==> src/rtl/alu_mdu.sv <==
// Execute-stage ALU with a multi-cycle signed/unsigned multiply/divide unit.
// Latency: ALU result combinational; MDU result WIDTH+1 cycles after start.
// Backpressure: start is ignored while busy; control stalls the pipe on busy.
module alu_mdu #(
  parameter int WIDTH = 32
) (
  input  logic             i_clk,
  input  logic             i_rst,
  input  logic [WIDTH-1:0] i_a,
  input  logic [WIDTH-1:0] i_b,
  input  logic [3:0]       i_ctrl,
  input  logic             i_start,
  output logic [WIDTH-1:0] o_c,
  output logic             o_zero,
  output logic             o_overflow,
  output logic             o_busy,
  output logic             o_done,
  output logic [WIDTH-1:0] o_hi,
  output logic [WIDTH-1:0] o_lo
);

  localparam int SW  = $clog2(WIDTH);
  localparam int MSB = WIDTH - 1;

  typedef enum logic [1:0] {S_IDLE, S_RUN, S_DONE} state_t;

  state_t             r_state, w_state_nxt;
  logic [SW-1:0]      r_cnt;
  logic               r_is_div;
  logic               r_neg_lo;   // product sign (mult) or quotient sign (div)
  logic               r_neg_hi;   // remainder sign = dividend sign
  logic [WIDTH-1:0]   r_mcand;    // multiplicand or divisor magnitude
  logic [2*WIDTH-1:0] r_prod;     // {upper, lower}: product or {remainder, quotient}
  logic [WIDTH-1:0]   r_hi, r_lo;

  logic [SW-1:0]      w_shamt;
  logic [WIDTH-1:0]   w_sum, w_diff;
  logic               w_accept, w_last;
  logic               w_signed, w_a_neg, w_b_neg, w_b_zero;
  logic [WIDTH-1:0]   w_a_mag, w_b_mag;
  logic [WIDTH:0]     w_madd, w_dtop;
  logic [WIDTH+1:0]   w_dsub;
  logic               w_borrow;
  logic [2*WIDTH-1:0] w_mul_nxt, w_div_nxt, w_step, w_prod_fix;
  logic [WIDTH-1:0]   w_q, w_r, w_res_hi, w_res_lo;

  assign w_shamt = i_a[SW-1:0];
  assign w_sum   = i_a + i_b;
  assign w_diff  = i_a - i_b;

  // Combinational ALU result and add/sub overflow flag
  always_comb begin
    o_c        = i_b;
    o_overflow = 1'b0;
    case (i_ctrl)
      4'b0001: begin
        o_c        = w_sum;
        o_overflow = (i_a[MSB] == i_b[MSB]) && (w_sum[MSB] != i_a[MSB]);
      end
      4'b0010: begin
        o_c        = w_diff;
        o_overflow = (i_a[MSB] != i_b[MSB]) && (w_diff[MSB] != i_a[MSB]);
      end
      4'b0011: o_c = i_a & i_b;
      4'b0100: o_c = i_a | i_b;
      4'b0101: o_c = i_a ^ i_b;
      4'b0110: o_c = {{(WIDTH-1){1'b0}}, ($signed(i_a) < $signed(i_b))};
      4'b0111: o_c = {{(WIDTH-1){1'b0}}, (i_a < i_b)};
      4'b1000: o_c = i_b << w_shamt;
      4'b1001: o_c = i_b >> w_shamt;
      4'b1010: o_c = $signed(i_b) >>> w_shamt;
      4'b1011: o_c = {i_b[WIDTH/2-1:0], {(WIDTH/2){1'b0}}};
      default: o_c = i_b;
    endcase
  end

  assign o_zero = (o_c == '0);

  // Operand magnitudes and result signs captured on acceptance
  assign w_accept = (r_state != S_RUN) && i_start && (i_ctrl[3:2] == 2'b11);
  assign w_signed = ~i_ctrl[0];
  assign w_a_neg  = w_signed && i_a[MSB];
  assign w_b_neg  = w_signed && i_b[MSB];
  assign w_b_zero = (i_b == '0);
  assign w_a_mag  = w_a_neg ? -i_a : i_a;
  assign w_b_mag  = w_b_neg ? -i_b : i_b;

  // One shift-add multiply step: add multiplicand on LSB, shift right
  assign w_madd    = {1'b0, r_prod[2*WIDTH-1:WIDTH]} + {1'b0, (r_prod[0] ? r_mcand : {WIDTH{1'b0}})};
  assign w_mul_nxt = {w_madd, r_prod[WIDTH-1:1]};

  // One restoring divide step: shift left, try subtracting divisor
  assign w_dtop    = r_prod[2*WIDTH-1:WIDTH-1];
  assign w_dsub    = {1'b0, w_dtop} - {2'b00, r_mcand};
  assign w_borrow  = w_dsub[WIDTH+1];
  assign w_div_nxt = {(w_borrow ? w_dtop[WIDTH-1:0] : w_dsub[WIDTH-1:0]),
                      r_prod[WIDTH-2:0], ~w_borrow};

  assign w_step = r_is_div ? w_div_nxt : w_mul_nxt;
  assign w_last = (r_state == S_RUN) && (r_cnt == SW'(WIDTH - 1));

  // Sign correction on the final step result
  assign w_prod_fix = r_neg_lo ? -w_step : w_step;
  assign w_q        = w_step[WIDTH-1:0];
  assign w_r        = w_step[2*WIDTH-1:WIDTH];
  assign w_res_lo   = r_is_div ? (r_neg_lo ? -w_q : w_q) : w_prod_fix[WIDTH-1:0];
  assign w_res_hi   = r_is_div ? (r_neg_hi ? -w_r : w_r) : w_prod_fix[2*WIDTH-1:WIDTH];

  // MDU state register
  always_ff @(posedge i_clk) begin
    if (i_rst) r_state <= S_IDLE;
    else       r_state <= w_state_nxt;
  end

  // MDU next-state and handshake outputs
  always_comb begin
    w_state_nxt = r_state;
    o_busy      = 1'b0;
    o_done      = 1'b0;
    case (r_state)
      S_IDLE: if (w_accept) w_state_nxt = S_RUN;
      S_RUN: begin
        o_busy = 1'b1;
        if (w_last) w_state_nxt = S_DONE;
      end
      S_DONE: begin
        o_done      = 1'b1;
        w_state_nxt = w_accept ? S_RUN : S_IDLE;
      end
      default: w_state_nxt = S_IDLE;
    endcase
  end

  // MDU datapath: latch operands, iterate, load HI/LO on the final step
  always_ff @(posedge i_clk) begin
    if (i_rst) begin
      r_cnt    <= '0;
      r_is_div <= 1'b0;
      r_neg_lo <= 1'b0;
      r_neg_hi <= 1'b0;
      r_mcand  <= '0;
      r_prod   <= '0;
      r_hi     <= '0;
      r_lo     <= '0;
    end else if (w_accept) begin
      r_cnt    <= '0;
      r_is_div <= i_ctrl[1];
      // A zero divisor yields an all-ones quotient regardless of signs
      r_neg_lo <= (w_a_neg ^ w_b_neg) && !(i_ctrl[1] && w_b_zero);
      r_neg_hi <= w_a_neg;
      r_mcand  <= w_b_mag;
      r_prod   <= {{WIDTH{1'b0}}, w_a_mag};
    end else if (r_state == S_RUN) begin
      r_cnt  <= r_cnt + SW'(1);
      r_prod <= w_step;
      if (w_last) begin
        r_hi <= w_res_hi;
        r_lo <= w_res_lo;
      end
    end
  end

  assign o_hi = r_hi;
  assign o_lo = r_lo;

endmodule

==> config.mk <==
export PLATFORM = sky130hd
export DESIGN_NAME = alu_mdu
export DESIGN_NICKNAME = d
export VERILOG_FILES = /design/src/rtl/alu_mdu.sv
export SDC_FILE = /design/constraint.sdc
export NUM_CORES = 1
export LEC_CHECK = 0
export CAP_MARGIN = 40
export CORE_ASPECT_RATIO = 0.75
export CORE_UTILIZATION = 30
export CTS_BUF_LIST = sky130_fd_sc_hd__clkbuf_4
export CTS_CLUSTER_SIZE = 40
export DETAILED_ROUTE_END_ITERATION = 10
export PLACE_DENSITY = 0.46
export SYNTH_ARGS = -nofsm -noshare
export SYNTH_HDL_FRONTEND = slang
export SYNTH_SLANG_ARGS = --single-unit
==> constraint.sdc <==
create_clock -name i_clk -period 15.01 [get_ports i_clk]
set_input_delay 4.503 -clock i_clk [delete_from_list [all_inputs] [get_ports i_clk]]
set_output_delay 4.503 -clock i_clk [all_outputs]
set_load 0.03 [all_outputs]
==> reports/qor.csv, run 1 <==
stage,metric,value,unit
worst_setup_path,Worst EP arrival,10300,ps
timing,Hold Slack,461,ps
timing,Setup TNS,0,ps
worst_setup_path,WS Path Type,input port to primary output,
cells_and_area,fraction of layout cells with a size suffix above 1,9.46,%
logic_synthesis,largest family of logic cells by synthesized area,compound AO/OA/AOI/OAI gates,
logic_synthesis,Synth Area in Compound Gates,30.4,%
timing,Max Slew Vio Count,0,
timing,Final Hold Viols,0,
worst_setup_path,cell mode on critical path,a21oi_1,
hold_path,Hold/Removal Path Class,register to register,
timing,Slew HR,25.9,%
floorplanning,core footprint,0.0792,mm²
logic_synthesis,post-synthesis simple-gate area fraction,22.0,%
logic_synthesis,Adder-Cell Fraction of Synth Area,9.50,%
timing,RSZ-0062 raised after global routing,false,
route,wire per inst,27.7,µm
grt,met3 GRT Util,9.56,%
placed_design,post-DP HPWL,96300,µm
floorplanning,Die H,248,µm
route,DR iter-0 viols,3721,
logic_synthesis,XOR/XNOR Fraction of Synth Area,5.80,%
hold_path,Hold Crit Depth,2,
worst_setup_path,Setup crit start kind,input port,
floorplanning,row cnt,89,
clocking,CTS hold repair buffers,0,
clocking,# H-tree levels,4,
grt,initial antenna violation count,6,
timing,fin crit share,98.6,%
timing,Final min period,14800,ps
worst_setup_path,"CP delay by family, top",compound AO/OA/AOI/OAI gates,
logic_synthesis,Yosys top cell area share,14.1,%
placed_design,IO buf count,170,
logic_synthesis,"EDFF count, synth",0,
logic_synthesis,Post-synth ARST share,0,%
logic_synthesis,"FF+latch count, synth",170,
logic_synthesis,Yosys warning count,0,
clocking,Clock Latency Late Sink,650,ps
logic_synthesis,ys flop type,dfxtp_1,
logic_synthesis,sequential fraction of the synthesis area,14.1,%
worst_setup_path,critical-path maximum fanout,9,
grt,largest net degree at the start of global routing,82,
logic_synthesis,Post-Syn Nets,3580,
timing,Worst Skew,38.2,ps
worst_setup_path,"Slowest-stage cell, CP",clkdlybuf4s50_1,
clocking,post-CTS sizing,0,
grt,most crowded layer after global routing,met1,
cells_and_area,Reg area,0.00341,mm²
worst_setup_path,Worst Setup End Kind,primary output,
worst_setup_path,FF-to-FF End,o_hi[12],
timing,worst slew pin tran,1110,ps
logic_synthesis,Mapped Area,0.0242,mm²
cells_and_area,"commonest non-fill, non-tap cells in the layout","369 x nor2_1, 337 x nand2_1, 280 x a21oi_1",
worst_setup_path,"Cell Chain, Critical Path",clkdlybuf4s50_1 > ha_1 > inv_1 > fa_1 > nand2b_1 > a21oi_1 > o21bai_1 > a21oi_1 > a31oi_1 > o21ai_0 > a221oi_1 > buf_4 > o21ai_0 > a21oi_1 > nand3_1 > a22oi_1 > clkdlybuf4s50_1,
run_status,status,"complete, no violations",
route,Final ANT Viol Nets,0,
logic_synthesis,Yosys cell types,100,
cells_and_area,# nets final,3654,
worst_setup_path,R2R cell count,20,
worst_setup_path,worst reg2reg setup slack,7800,ps
floorplanning,Die Wd,330,µm
timing,Max Fclk,67.6,MHz
clocking,Setup Buffers After CTS,0,
cells_and_area,FILL cells,8550,
worst_setup_path,critical path data required time,10510,ps
timing,final setup vio count,0,
grt,vias in the first global route,24800,
worst_setup_path,CP peak stage delay,760,ps
worst_setup_path,RR Startpoint,r_mcand[26],
worst_setup_path,WP buf/inv,4,
logic_synthesis,mux share of post-synthesis cell area,11.3,%
hold_path,min-delay src,o_lo[26],
grt,Total GRT Usage,29.6,%
clocking,clock slew at reported path FFs,140,ps
clocking,Clock Sinks,170,
cells_and_area,Multi-input gate area,0.0191,mm²
power,pwr/cell area,60.5,mW/mm²
clocking,Root Buffer,clkbuf_4,
logic_synthesis,"area leader, netlist",dfxtp_1,
clocking,TritonCTS clock tree,yes,
route,Vias/cell,6.13,
power,Peak VDD IR,36.8,µV
clocking,CTS Buffer Depth,2,
floorplanning,DIE AREA,0.0817,mm²
floorplanning,I/O Pins,171,
floorplanning,Initial Util,30.5,%
clocking,CTS buffer count,17,
cells_and_area,"most common cell after layout, fill and taps aside",nor2_1,
power,Pleak,0.0103,µW
grt,met1 Track Usage GR,45.1,%
logic_synthesis,Syn Area/Cell,7.26,µm²
hold_path,hold endpoint,o_lo[26],
grt,met2 usage,39.0,%
grt,GR Overflow Total,0,
logic_synthesis,Post-Syn Instances,3328,
grt,first-pass GRT wire length,179000,µm
run,max-cap violations,0,
cells_and_area,P&R area growth vs syn,13.7,%
worst_setup_path,crit path launch,i_b[0],
route,Vias,27400,
route,drt drc,0,
route,aggregate routed wire length,123000,µm
placed_design,routability cong.,1.04,
route,DR pass1 iterations,6,
logic_synthesis,synth top area cells,"dfxtp_1 14%, ha_1 9.2%, a21oi_1 5.8%",
==> cell usage after synthesis, types with 32 or more instances <==
master    instances
mux4_2           60
a21o_1           46
a211oi_1         76
xnor2_1         127
nor2_1          371
nand3_1          61
inv_1           141
a221oi_1         36
nor4_1           32
xor2_1           33
or3_1            35
clkbuf_1        168
o21ai_0         223
a31oi_1          51
nand2b_1         33
nor3_1           79
and2_1           48
buf_2            41
mux2i_1          73
ha_1            177
o211ai_1         37
dfxtp_1         170
a21oi_1         282
nand2_1         339
==> logic make-up (layout without fill, tap and decap cells) <==
family          after synthesis  in the layout
compound gates             1094           1094
xor+xnor                    160            160
fa+ha+maj                   181            181
buf+inv                     406            493
flops                       170            170
mux                         173            173
other cells                   0              2
simple gates               1144           1144
==> worst max path at each step <==
stage,cells after the start,to,slack (ps)
floorplan,18,o_zero,820
global placement,17,o_c[0],480
CTS,17,o_c[0],490
detailed placement,17,o_c[0],520
finish,17,o_c[0],210
global route,17,o_c[30],160
==> per-layer routing <==
metal / routed length [µm] / vias up
li1: - / 12500
met1: 58400 / 13200
met2: 47000 / 1531
met3: 15200 / 152
met4: 2930 / 2
met5: 13 / -
==> area by class of cell <==
| type | count | share of cell area [%] |
|---|---|---|
| Timing Repair Buffer | 311 | 10.2 |
| Sequential cell | 170 | 12.4 |
| Multi-Input combinational cell | 2752 | 69.6 |
| Clock inverter | 14 | 0.515 |
| Antenna cell | 2 | 0.0182 |
| Tap cell | 1046 | 4.76 |
| Clock buffer | 18 | 0.492 |
| Inverter | 150 | 2.05 |
==> worst register-to-register path, cell delays in order, from the launching register on <==
cell and delay (ps):
dfxtp_1 490, inv_1 80, ha_1 450, a21oi_1 390, o21ai_1 130, a211oi_1 320, o21ba_2 490, a21oi_1 290
a21oi_1 380, ha_1 280, nor3b_1 280, o221ai_1 260, or4_1 680, nor4_1 560, nand3b_1 230, nor2_1 350
nor2_1 190, nor3_1 470, a41oi_1 210, xnor2_1 390, a21oi_1 130
==> report_power, final <==
| group | leakage [µW] | total, µW | switching [µW] | internal, µW |
|---|---|---|---|---|
| Combinational | 0.00881 | 908 | 595 | 313 |
| Sequential | 0.00138 | 475 | 13.5 | 461 |
| Clock | 0.000149 | 280 | 192 | 88.1 |
==> flip-flops by register name, summed over array words and instances (netlist names) <==
register / cells
r_neg_lo: 1
r_neg_hi: 1
r_state: 2
o_lo: 32
r_prod: 64
r_cnt: 5
o_hi: 32
r_mcand: 32
r_is_div: 1
==> metrics by stage <==
step | area, µm² | std cells | power, µW | setup slack (ps) | utilization [%]
floorplan | 24200 | 3328 | 1030 | 817 | -
global placement | 27100 | 4419 | 1360 | 485 | 34.2
detailed placement | 27200 | 4427 | 1350 | 519 | 34.3
CTS | 27500 | 4459 | 1640 | 491 | 34.7
global route | 27500 | 4463 | 1740 | 157 | 34.7
finish | 27500 | 4463 | 1660 | 210 | 34.7
Note: power is estimated with default switching activity, not from simulation.
==> inputs of run 2 (changes only) <==
--- a/config.mk
+++ b/config.mk
@@ -5,13 +5,14 @@
 export SDC_FILE = /design/constraint.sdc
 export NUM_CORES = 1
 export LEC_CHECK = 0
+export ABC_AREA = 1
 export CAP_MARGIN = 40
 export CORE_ASPECT_RATIO = 0.75
 export CORE_UTILIZATION = 30
 export CTS_BUF_LIST = sky130_fd_sc_hd__clkbuf_4
 export CTS_CLUSTER_SIZE = 40
 export DETAILED_ROUTE_END_ITERATION = 10
-export PLACE_DENSITY = 0.46
+export PLACE_DENSITY_LB_ADDON = 0.15
 export SYNTH_ARGS = -nofsm -noshare
 export SYNTH_HDL_FRONTEND = slang
 export SYNTH_SLANG_ARGS = --single-unit
==> run 2 against run 1 <==
  * Via count increased by 22%
  * Register-to-register slack gained 2100 ps
  * Fmax increased by 5.6%
  * Power grew 21%
  * Clock skew grew 16 ps
  * Sequential power grew 3%
  * Largest power group unchanged
  * Utilization about the same
  * Global-route usage is 5.2 points higher
  * Clock power grew 10%
  * Design area is 7.1% higher
  * First-iteration DRC count is 27% higher
==> reports/qor.csv, run 2 <==
stage,metric,value,unit
run_status,status,"complete, no violations",
logic_synthesis,synth cell count leaders,"1,266 x nand2_1, 666 x inv_1, 458 x o21ai_0",
worst_setup_path,"Cell Chain, Critical Path",clkdlybuf4s50_1 > inv_1 > ha_1 > inv_1 > nand3_1 > nand2_1 > nand2_1 > a31oi_1 > a21oi_1 > o21ai_0 > nand2_1 > nand3_1 > nand3_1 > o22ai_1 > nand4_1 > nor2_1 > nand2_1 > nor2_1 > clkdlybuf4s50_1,
grt,initial antenna violation count,12,
run,max-cap violations,0,
grt,GR Overflow Total,0,
route,Vias/cell,5.63,
timing,final setup vio count,0,
clocking,Setup Buffers After CTS,0,
clocking,CTS hold repair buffers,0,
clocking,post-CTS sizing,0,
floorplanning,core footprint,0.0847,mm²
hold_path,min-delay src,r_prod[25],
cells_and_area,FILL cells,9834,
clocking,CTS Buffer Depth,2,
placed_design,pre-CTS setup slack,1200,ps
cells_and_area,P&R area growth vs syn,13.5,%
cells_and_area,"commonest non-fill, non-tap cells in the layout","1,266 x nand2_1, 664 x inv_1, 458 x o21ai_0",
floorplanning,Die H,257,µm
timing,Worst Skew,54.7,ps
timing,Final min period,14010,ps
grt,met1 Track Usage GR,54.9,%
logic_synthesis,Yosys cell types,72,
timing,RSZ-0062 raised after global routing,false,
floorplanning,Die Wd,341,µm
worst_setup_path,WS Path Type,input port to primary output,
worst_setup_path,CP peak stage delay,680,ps
logic_synthesis,ys flop type,dfxtp_1,
hold_path,Hold Crit Depth,2,
route,Vias,33400,
grt,vias in the first global route,29400,
power,pwr/cell area,68.5,mW/mm²
cells_and_area,Largest register FFs,64,
timing,fin crit share,93.4,%
worst_setup_path,worst reg2reg setup slack,9860,ps
cells_and_area,Multi-input gate area,0.0190,mm²
logic_synthesis,sequential fraction of the synthesis area,13.1,%
cells_and_area,"most common cell after layout, fill and taps aside",nand2_1,
timing,worst slew pin tran,991,ps
worst_setup_path,critical-path maximum fanout,8,
grt,largest net degree at the start of global routing,87,
floorplanning,I/O Pins,171,
grt,first-pass GRT wire length,220000,µm
route,DR iter-0 viols,4722,
timing,Slew HR,33.2,%
power,Clk pwr share,15.3,%
logic_synthesis,Yosys warning count,0,
power,Seq pwr share,24.3,%
worst_setup_path,Setup crit start kind,input port,
logic_synthesis,Yosys top cell area share,18.3,%
timing,Max Fclk,71.4,MHz
route,aggregate routed wire length,157000,µm
worst_setup_path,Worst Setup End Kind,primary output,
logic_synthesis,"FF+latch count, synth",170,
worst_setup_path,crit path launch,i_b[2],
worst_setup_path,R2R cell count,29,
power,Peak VDD IR,49.3,µV
worst_setup_path,RR Startpoint,r_prod[46],
power,Comb power frac,60.4,%
logic_synthesis,Post-Syn Instances,4674,
grt,Total GRT Usage,34.8,%
grt,met3 GRT Util,11.0,%
worst_setup_path,FF-to-FF End,o_hi[26],
route,DR pass1 iterations,6,
clocking,Clock Sinks,170,
timing,Final Hold Viols,0,
clocking,clock slew at reported path FFs,190,ps
logic_synthesis,Post-Syn Nets,4926,
power,switching part of the total power,56.2,%
clocking,TritonCTS clock tree,yes,
timing,final setup margin,998,ps
worst_setup_path,critical path data required time,10510,ps
floorplanning,row cnt,92,
placed_design,routability cong.,1.07,
power,Pleak,0.0143,µW
route,Final ANT Viol Nets,0,
placed_design,post-DP HPWL,131000,µm
logic_synthesis,Syn Area/Cell,5.54,µm²
timing,Max Slew Vio Count,0,
grt,most crowded layer after global routing,met1,
logic_synthesis,Mapped Area,0.0259,mm²
clocking,Clock Latency Late Sink,700,ps
cells_and_area,Reg area,0.00341,mm²
worst_setup_path,Worst EP arrival,9510,ps
power,Pwr Total,2020,µW
clocking,Root Buffer,clkbuf_4,
placed_design,IO buf count,170,
hold_path,Hold/Removal Path Class,register to register,
route,wire per inst,26.5,µm
floorplanning,DIE AREA,0.0876,mm²
cells_and_area,fraction of layout cells with a size suffix above 1,7.23,%
logic_synthesis,Post-synth ARST share,0,%
timing,Setup TNS,0,ps
worst_setup_path,cell mode on critical path,nand2_1,
route,drt drc,0,
clocking,CTS buffer count,17,
power,Internal,883,µW
timing,Hold Slack,484,ps
logic_synthesis,"count leader, synth",nand2_1,
floorplanning,Initial Util,30.6,%
cells_and_area,# nets final,5037,
hold_path,hold endpoint,r_prod[25],
logic_synthesis,"area leader, netlist",nand2_1,
logic_synthesis,"EDFF count, synth",0,
logic_synthesis,synth top area cells,"nand2_1 18%, dfxtp_1 13%, inv_1 9.6%",
cells_and_area,largest reg by FF count,r_prod,
worst_setup_path,"Slowest-stage cell, CP",clkdlybuf4s50_1,
clocking,# H-tree levels,4,
power,sw power,1130,µW
grt,met2 usage,44.2,%
==> run 2: changes by cell type after synthesis, sizes merged, moves of 38 or more <==
cell,before,now
and2,48,8
xnor2,127,13
a211oi,79,8
mux2i,73,9
inv,147,694
nand4,30,77
a21o,46,8
a21oi,283,351
o21ai,234,497
mux4,73,0
nor2,372,430
nand3,61,323
nand2,339,1301
==> run 2: area by class of cell <==
class                   instances  area share (%)
well taps                    1128            4.80
multi-input cells            3605            64.7
repair buffers                290            8.89
flip-flops and latches        170            11.6
clock buffers                  17           0.434
clock inverters                15           0.630
inverters                     701            8.95
diodes                          6          0.0511
==> run 2: kinds of logic after synthesis <==
group                    count (synthesis)  share of synthesized area [%]
multiplexers                             9                          0.348
buffers and inverters                  899                           13.6
AND/OR/NAND/NOR                       2260                           37.9
AO/OA/AOI/OAI                         1073                           23.4
adder cells (fa/ha/maj)                181                           8.85
flip-flops                             170                           13.1
XOR/XNOR                                82                           2.77
==> run 2: metal layers <==
metal | up-vias | wire length, µm
li1 | 15500 | -
met1 | 15900 | 77300
met2 | 1853 | 57200
met3 | 166 | 19500
met4 | 8 | 2900
met5 | - | 230
==> run 2: worst max-delay path by stage <==
stage                            end  slack [ps]  depth (start not counted)
after CTS                     o_zero        1190                         20
after detailed placement      o_zero        1200                         20
final                         o_zero        1000                         19
after floorplan           o_overflow        2880                         16
after global routing          o_zero         830                         20
after global placement        o_zero        1230                         19
==> run 2: power by group through the flow <==
| stage | sequential (µW) | clock [µW] | combinational, µW |
|---|---|---|---|
| 2_1_floorplan | 485 | 0 | 731 |
| 3_3_place_gp | 498 | 0 | 1170 |
| 3_5_place_dp | 498 | 0 | 1160 |
| 4_1_cts | 489 | 315 | 1170 |
| 5_1_grt | 490 | 334 | 1300 |
| 6_report | 489 | 309 | 1220 |
==> run 2: through the flow <==
stage,instance area [µm²],std cells,util [%]
finish,29400,5932,34.7
global route,29400,5929,34.7
CTS,29400,5925,34.7
detailed placement,29100,5893,34.3
global placement,29000,5889,34.2
floorplan,25900,4674,-
==> run 2: worst max-delay path: cells and delay by family <==
family          cells  cell delay (ps)
compound gates      4             1420
simple gates       10             1240
buf+inv             4             1850
fa+ha+maj           1              480
